$ cat src/rtl/mult_div_unit.sv
// Iterative signed multiply/divide engine owning the HI/LO result pair.
// Radix-2 Booth multiply and restoring divide, one step per cycle, start/busy/done handshake.
module mult_div_unit #(
    parameter int WIDTH = 32
) (
    input  logic             clk,
    input  logic             reset,
    input  logic             mult_start,
    input  logic             div_start,
    input  logic [WIDTH-1:0] a,
    input  logic [WIDTH-1:0] b,
    output logic [WIDTH-1:0] hi,
    output logic [WIDTH-1:0] lo,
    output logic             busy,
    output logic             done,
    output logic             div_zero
);

    localparam int CW = $clog2(WIDTH + 1);

    typedef enum logic [1:0] {IDLE, MULT, DIV, FIN} state_t;

    state_t           state;
    logic [CW-1:0]    count;
    logic [2*WIDTH:0] acc;
    logic [WIDTH-1:0] opnd;
    logic             is_div;
    logic             sign_a;
    logic             sign_q;

    logic [WIDTH:0]   booth_sum;
    logic [WIDTH:0]   rem_shift;
    logic [WIDTH:0]   rem_diff;
    logic [WIDTH-1:0] abs_a;
    logic [WIDTH-1:0] abs_b;
    logic [WIDTH-1:0] quot;
    logic [WIDTH-1:0] rem;

    // Booth: sum is one bit wider so subtracting the most negative multiplicand cannot overflow.
    // Divide: acc holds {0, remainder, quotient/dividend}.
    always_comb begin
        booth_sum = {acc[2*WIDTH], acc[2*WIDTH:WIDTH+1]};
        case (acc[1:0])
            2'b01:   booth_sum = booth_sum + {opnd[WIDTH-1], opnd};
            2'b10:   booth_sum = booth_sum - {opnd[WIDTH-1], opnd};
            default: booth_sum = booth_sum;
        endcase
        rem_shift = {acc[2*WIDTH-1:WIDTH], acc[WIDTH-1]};
        rem_diff  = rem_shift - {1'b0, opnd};
        abs_a     = a[WIDTH-1] ? -a : a;
        abs_b     = b[WIDTH-1] ? -b : b;
        quot      = acc[WIDTH-1:0];
        rem       = acc[2*WIDTH-1:WIDTH];
    end

    always_ff @(posedge clk) begin
        if (reset) begin
            state    <= IDLE;
            count    <= '0;
            acc      <= '0;
            opnd     <= '0;
            is_div   <= 1'b0;
            sign_a   <= 1'b0;
            sign_q   <= 1'b0;
            hi       <= '0;
            lo       <= '0;
            busy     <= 1'b0;
            done     <= 1'b0;
            div_zero <= 1'b0;
        end else begin
            done     <= 1'b0;
            div_zero <= 1'b0;
            case (state)
                IDLE: begin
                    if (mult_start) begin
                        acc    <= {{WIDTH{1'b0}}, b, 1'b0};
                        opnd   <= a;
                        is_div <= 1'b0;
                        count  <= CW'(WIDTH);
                        busy   <= 1'b1;
                        state  <= MULT;
                    end else if (div_start && b != '0) begin
                        acc    <= {1'b0, {WIDTH{1'b0}}, abs_a};
                        opnd   <= abs_b;
                        is_div <= 1'b1;
                        sign_a <= a[WIDTH-1];
                        sign_q <= a[WIDTH-1] ^ b[WIDTH-1];
                        count  <= CW'(WIDTH);
                        busy   <= 1'b1;
                        state  <= DIV;
                    end else if (div_start) begin
                        div_zero <= 1'b1;
                    end
                end
                MULT: begin
                    acc   <= {booth_sum, acc[WIDTH:1]};
                    count <= count - CW'(1);
                    if (count == CW'(1)) state <= FIN;
                end
                DIV: begin
                    if (!rem_diff[WIDTH])
                        acc <= {1'b0, rem_diff[WIDTH-1:0], acc[WIDTH-2:0], 1'b1};
                    else
                        acc <= {1'b0, rem_shift[WIDTH-1:0], acc[WIDTH-2:0], 1'b0};
                    count <= count - CW'(1);
                    if (count == CW'(1)) state <= FIN;
                end
                FIN: begin
                    if (is_div) begin
                        lo <= sign_q ? -quot : quot;
                        hi <= sign_a ? -rem : rem;
                    end else begin
                        hi <= acc[2*WIDTH:WIDTH+1];
                        lo <= acc[WIDTH:1];
                    end
                    done  <= 1'b1;
                    busy  <= 1'b0;
                    state <= IDLE;
                end
                default: state <= IDLE;
            endcase
        end
    end

endmodule
$ cat config.mk
export PLATFORM = sky130hd
export DESIGN_NAME = mult_div_unit
export DESIGN_NICKNAME = d
export VERILOG_FILES = /design/src/rtl/mult_div_unit.sv
export SDC_FILE = /design/constraint.sdc
export NUM_CORES = 1
export LEC_CHECK = 0
export CAP_MARGIN = 5
export CORE_AREA = 2 2 230 232
export DETAILED_ROUTE_END_ITERATION = 16
export DIE_AREA = 0 0 232 234
export PLACE_DENSITY = 0.55
export SYNTH_ARGS = -nofsm -noshare
export SYNTH_HDL_FRONTEND = slang
export SYNTH_SLANG_ARGS = --single-unit
$ cat constraint.sdc
create_clock -name clk -period 6.8 [get_ports clk]
set_clock_uncertainty 0.1 [all_clocks]
set_input_delay 1.7 -clock clk [delete_from_list [all_inputs] [get_ports clk]]
set_output_delay 1.7 -clock clk [all_outputs]
set_load 0.005 [all_outputs]
==> metrics <==
arrival time worst endpoint=5.67 ns; mean cell area of the mapped netlist=approximately 7.3 sq um; worst setup path startpoint=acc[1]; leakage component of the power=6.55 nW; grt total ovfl=0; width of the die=232 um; area of the placeable core=0.0520 sq mm; Setup crit start kind=flip-flop; Flop pwr share=~23%; register clock-pin slew on the reported worst setup and hold paths=0.08 ns; Setup Fix Bufs, Post-CTS=0; final setup margin=between 1 and 1.5 ns; RSZ-0062 raised after global routing=no; DRC Markers=0; top_reg_cell synth=sky130_fd_sc_hd__dfxtp_1; synthesized netlist net count=about 2.3k; crit share post-route=about four fifths; later-pin clock latency in the skew report=0.45 ns; Post-layout nets=2275; number of buffers created by CTS=17; final hold viol count=0; vias per std cell=5.44; Layout Cell Area excl Fill=0.0177 sq mm; slowest stage cell, crit path=sky130_fd_sc_hd__o311ai_0; max-slew violation total from the final report=0; via count of the first global-routing pass=14.6k; Worst-Margin Slew=1.19 ns; worst flop-to-flop path startpoint=acc[1]; all-layer global routing usage=roughly a fifth; Core Rows=84; global-route wire length before repair=84.9 mm; Worst Hold Slack=0.370 ns; WS Path Type=reg2reg; layout filler cell count=5560; instance area after placement=0.0171 sq mm; share of the core filled with cells in the final layout=34.0%; area taken by multi-input logic gates=0.0110 sq mm; net switching power figure=approximately 3.4 mW; largest fanout on the critical path=14; number of ports placed on the die boundary=135; clock tree from TritonCTS=yes; setup violators final=0; post-route total power=6.70 mW; clk buf depth=2; post-detail-place hpwl=41.9 mm; quantity of gates resized following cts=0; count of cell types in the netlist=72; deepest level of the CTS H-tree=4; startpoint of the worst hold path=opnd[1]; sequential-to-total area share from yosys stat=a little under a quarter; final estimated routing congestion in global placement=0.951; minimum period implied by the final worst setup slack=5.43 ns; Cell Chain, Critical Path=ha_1 -> mux2_2 -> inv_1 -> ha_1 -> nor2b_1 -> o31ai_1 -> a21oi_1 -> o311ai_0 -> o31ai_1 -> a211oi_1 -> o21ai_0 -> xor2_1 -> a211oi_1 -> o22ai_1; clock root buffer=sky130_fd_sc_hd__clkbuf_16; Sw Ratio=50.5%; placed insts=2797; total number of vias=roughly 15k; Total Negative Setup Slacks=0 ns; CTS Hold Bufs=0; proportion of power drawn by the clock network=14.9%; filler-free cell count of the finished design=2830; number of enable-type register cells in the synthesized netlist=0; commonest cells after routing, fill and taps aside=239 x sky130_fd_sc_hd__nor2_1, 235 x sky130_fd_sc_hd__nand2_1, 218 x sky130_fd_sc_hd__a21oi_1; initial DRC count=1248; Starting Density=about 30%; Peak Freq=0.184 GHz; fraction of synthesis flops using an asynchronous set or reset pin=0%; TritonCTS Sinks=175; number of optimization iterations in the first detailed-route pass=9; cell class contributing the biggest share of worst-path delay=compound AO/OA/AOI/OAI gates; layout cell share with drive strength beyond 1=under 10%; number of standard cells after synthesis=2119; Die Y=234 um; mean routed wirelength per cell=just under 20 um; worst hold path class=reg2reg; data required time of the worst path=7.04 ns; antenna violations before repair=0; Synth Register Bits=175; slew margin rel.=roughly a fifth; count of input and output buffers=134; most common library cell in the layout ignoring fill and taps=sky130_fd_sc_hd__nor2_1; Worst Path Buf+Inv=1; Power Internal=3.32 mW; combined area of all synthesized cells=0.0154 sq mm; combinational fraction of design power=61.9%; pin count of the biggest net entering global routing=101; largest incremental delay on the critical path=0.78 ns; max-capacitance violation count=0; pre-CTS setup slack=1.16 ns; Worst setup EP type=flip-flop; P&R area growth vs syn=15.2%; Die Footprint=~0.054 sq mm; Max VDD drop=between 0.2 and 0.25 mV; cell area power density=378 mW/mm^2; run status=completed; DRT antenna net count=0; count of warnings emitted by yosys=0; final wirelength=54.4 mm; sequential cell area in the final layout=0.00351 sq mm
==> synthesized netlist by cell type (all sizes together), types with 53 or more instances <==
cell type / number / area share [%]
xnor2: 91 / 5.2
inv: 70 / 1.7
nand2: 235 / 5.7
dfxtp: 175 / 23
o21ai: 117 / 3.8
a21oi: 218 / 7.1
nor2: 239 / 5.8
ha: 77 / 6.3
xor2: 110 / 6.3
mux2i: 93 / 6.1
a211oi: 53 / 2.6
clkbuf: 145 / 3.6
==> worst register-to-register path: cells and delay by family, from the launching register on <==
family | cells | cell delay [ns]
simple gates | 1 | 0.14
flops | 1 | 0.51
fa+ha+maj | 2 | 0.88
buf+inv | 1 | 0.06
compound gates | 8 | 3.00
mux | 1 | 0.45
xor+xnor | 1 | 0.18
==> state kept, by name (all words and copies together), names as in the netlist, 2 cells and up <==
signal,flops
count,6
state,2
hi,32
acc,65
lo,32
opnd,32
==> path summary, 6_finish.rpt <==
path | endpoint | slack (ns) | depth (start not counted)
setup reg to reg | acc[59] | 1.37 | 14
hold / removal | opnd[1] | 0.37 | 2
hold reg to reg | opnd[1] | 0.37 | 2
setup / recovery | acc[59] | 1.37 | 14
==> layer usage <==
layer	vias to the layer above	GRT usage [%]	routed length (um)
li1	7599	-	-
met1	7283	26.0	24500
met2	432	33.0	25200
met3	73	2.15	2510
met4	0	8.71	2210
met5	-	0	0
==> power groups by stage <==
stage	clock network [mW]	registers [mW]	logic (mW)
4_1_cts	1.02	1.55	4.11
6_report	1.00	1.55	4.14
5_1_grt	1.06	1.59	4.58
2_1_floorplan	0	1.36	3.16
3_3_place_gp	0	1.57	4.06
3_5_place_dp	0	1.57	4.09
==> kinds of logic after synthesis <==
family / synth area share (%)
xor+xnor: 11.5
mux: 6.20
fa+ha+maj: 6.53
buf+inv: 6.05
compound gates: 26.9
simple gates: 20.1
flops: 22.8
==> area by class of cell <==
cell class | instances | share of cell area [%]
diodes | 1 | 0.0141
well taps | 688 | 4.86
inverters | 70 | 1.48
clock buffers | 19 | 2.45
clock inverters | 13 | 0.841
multi-input cells | 1705 | 61.9
repair buffers | 159 | 8.61
flip-flops and latches | 175 | 19.8
No activity file was read; power rests on OpenSTA's default activity.
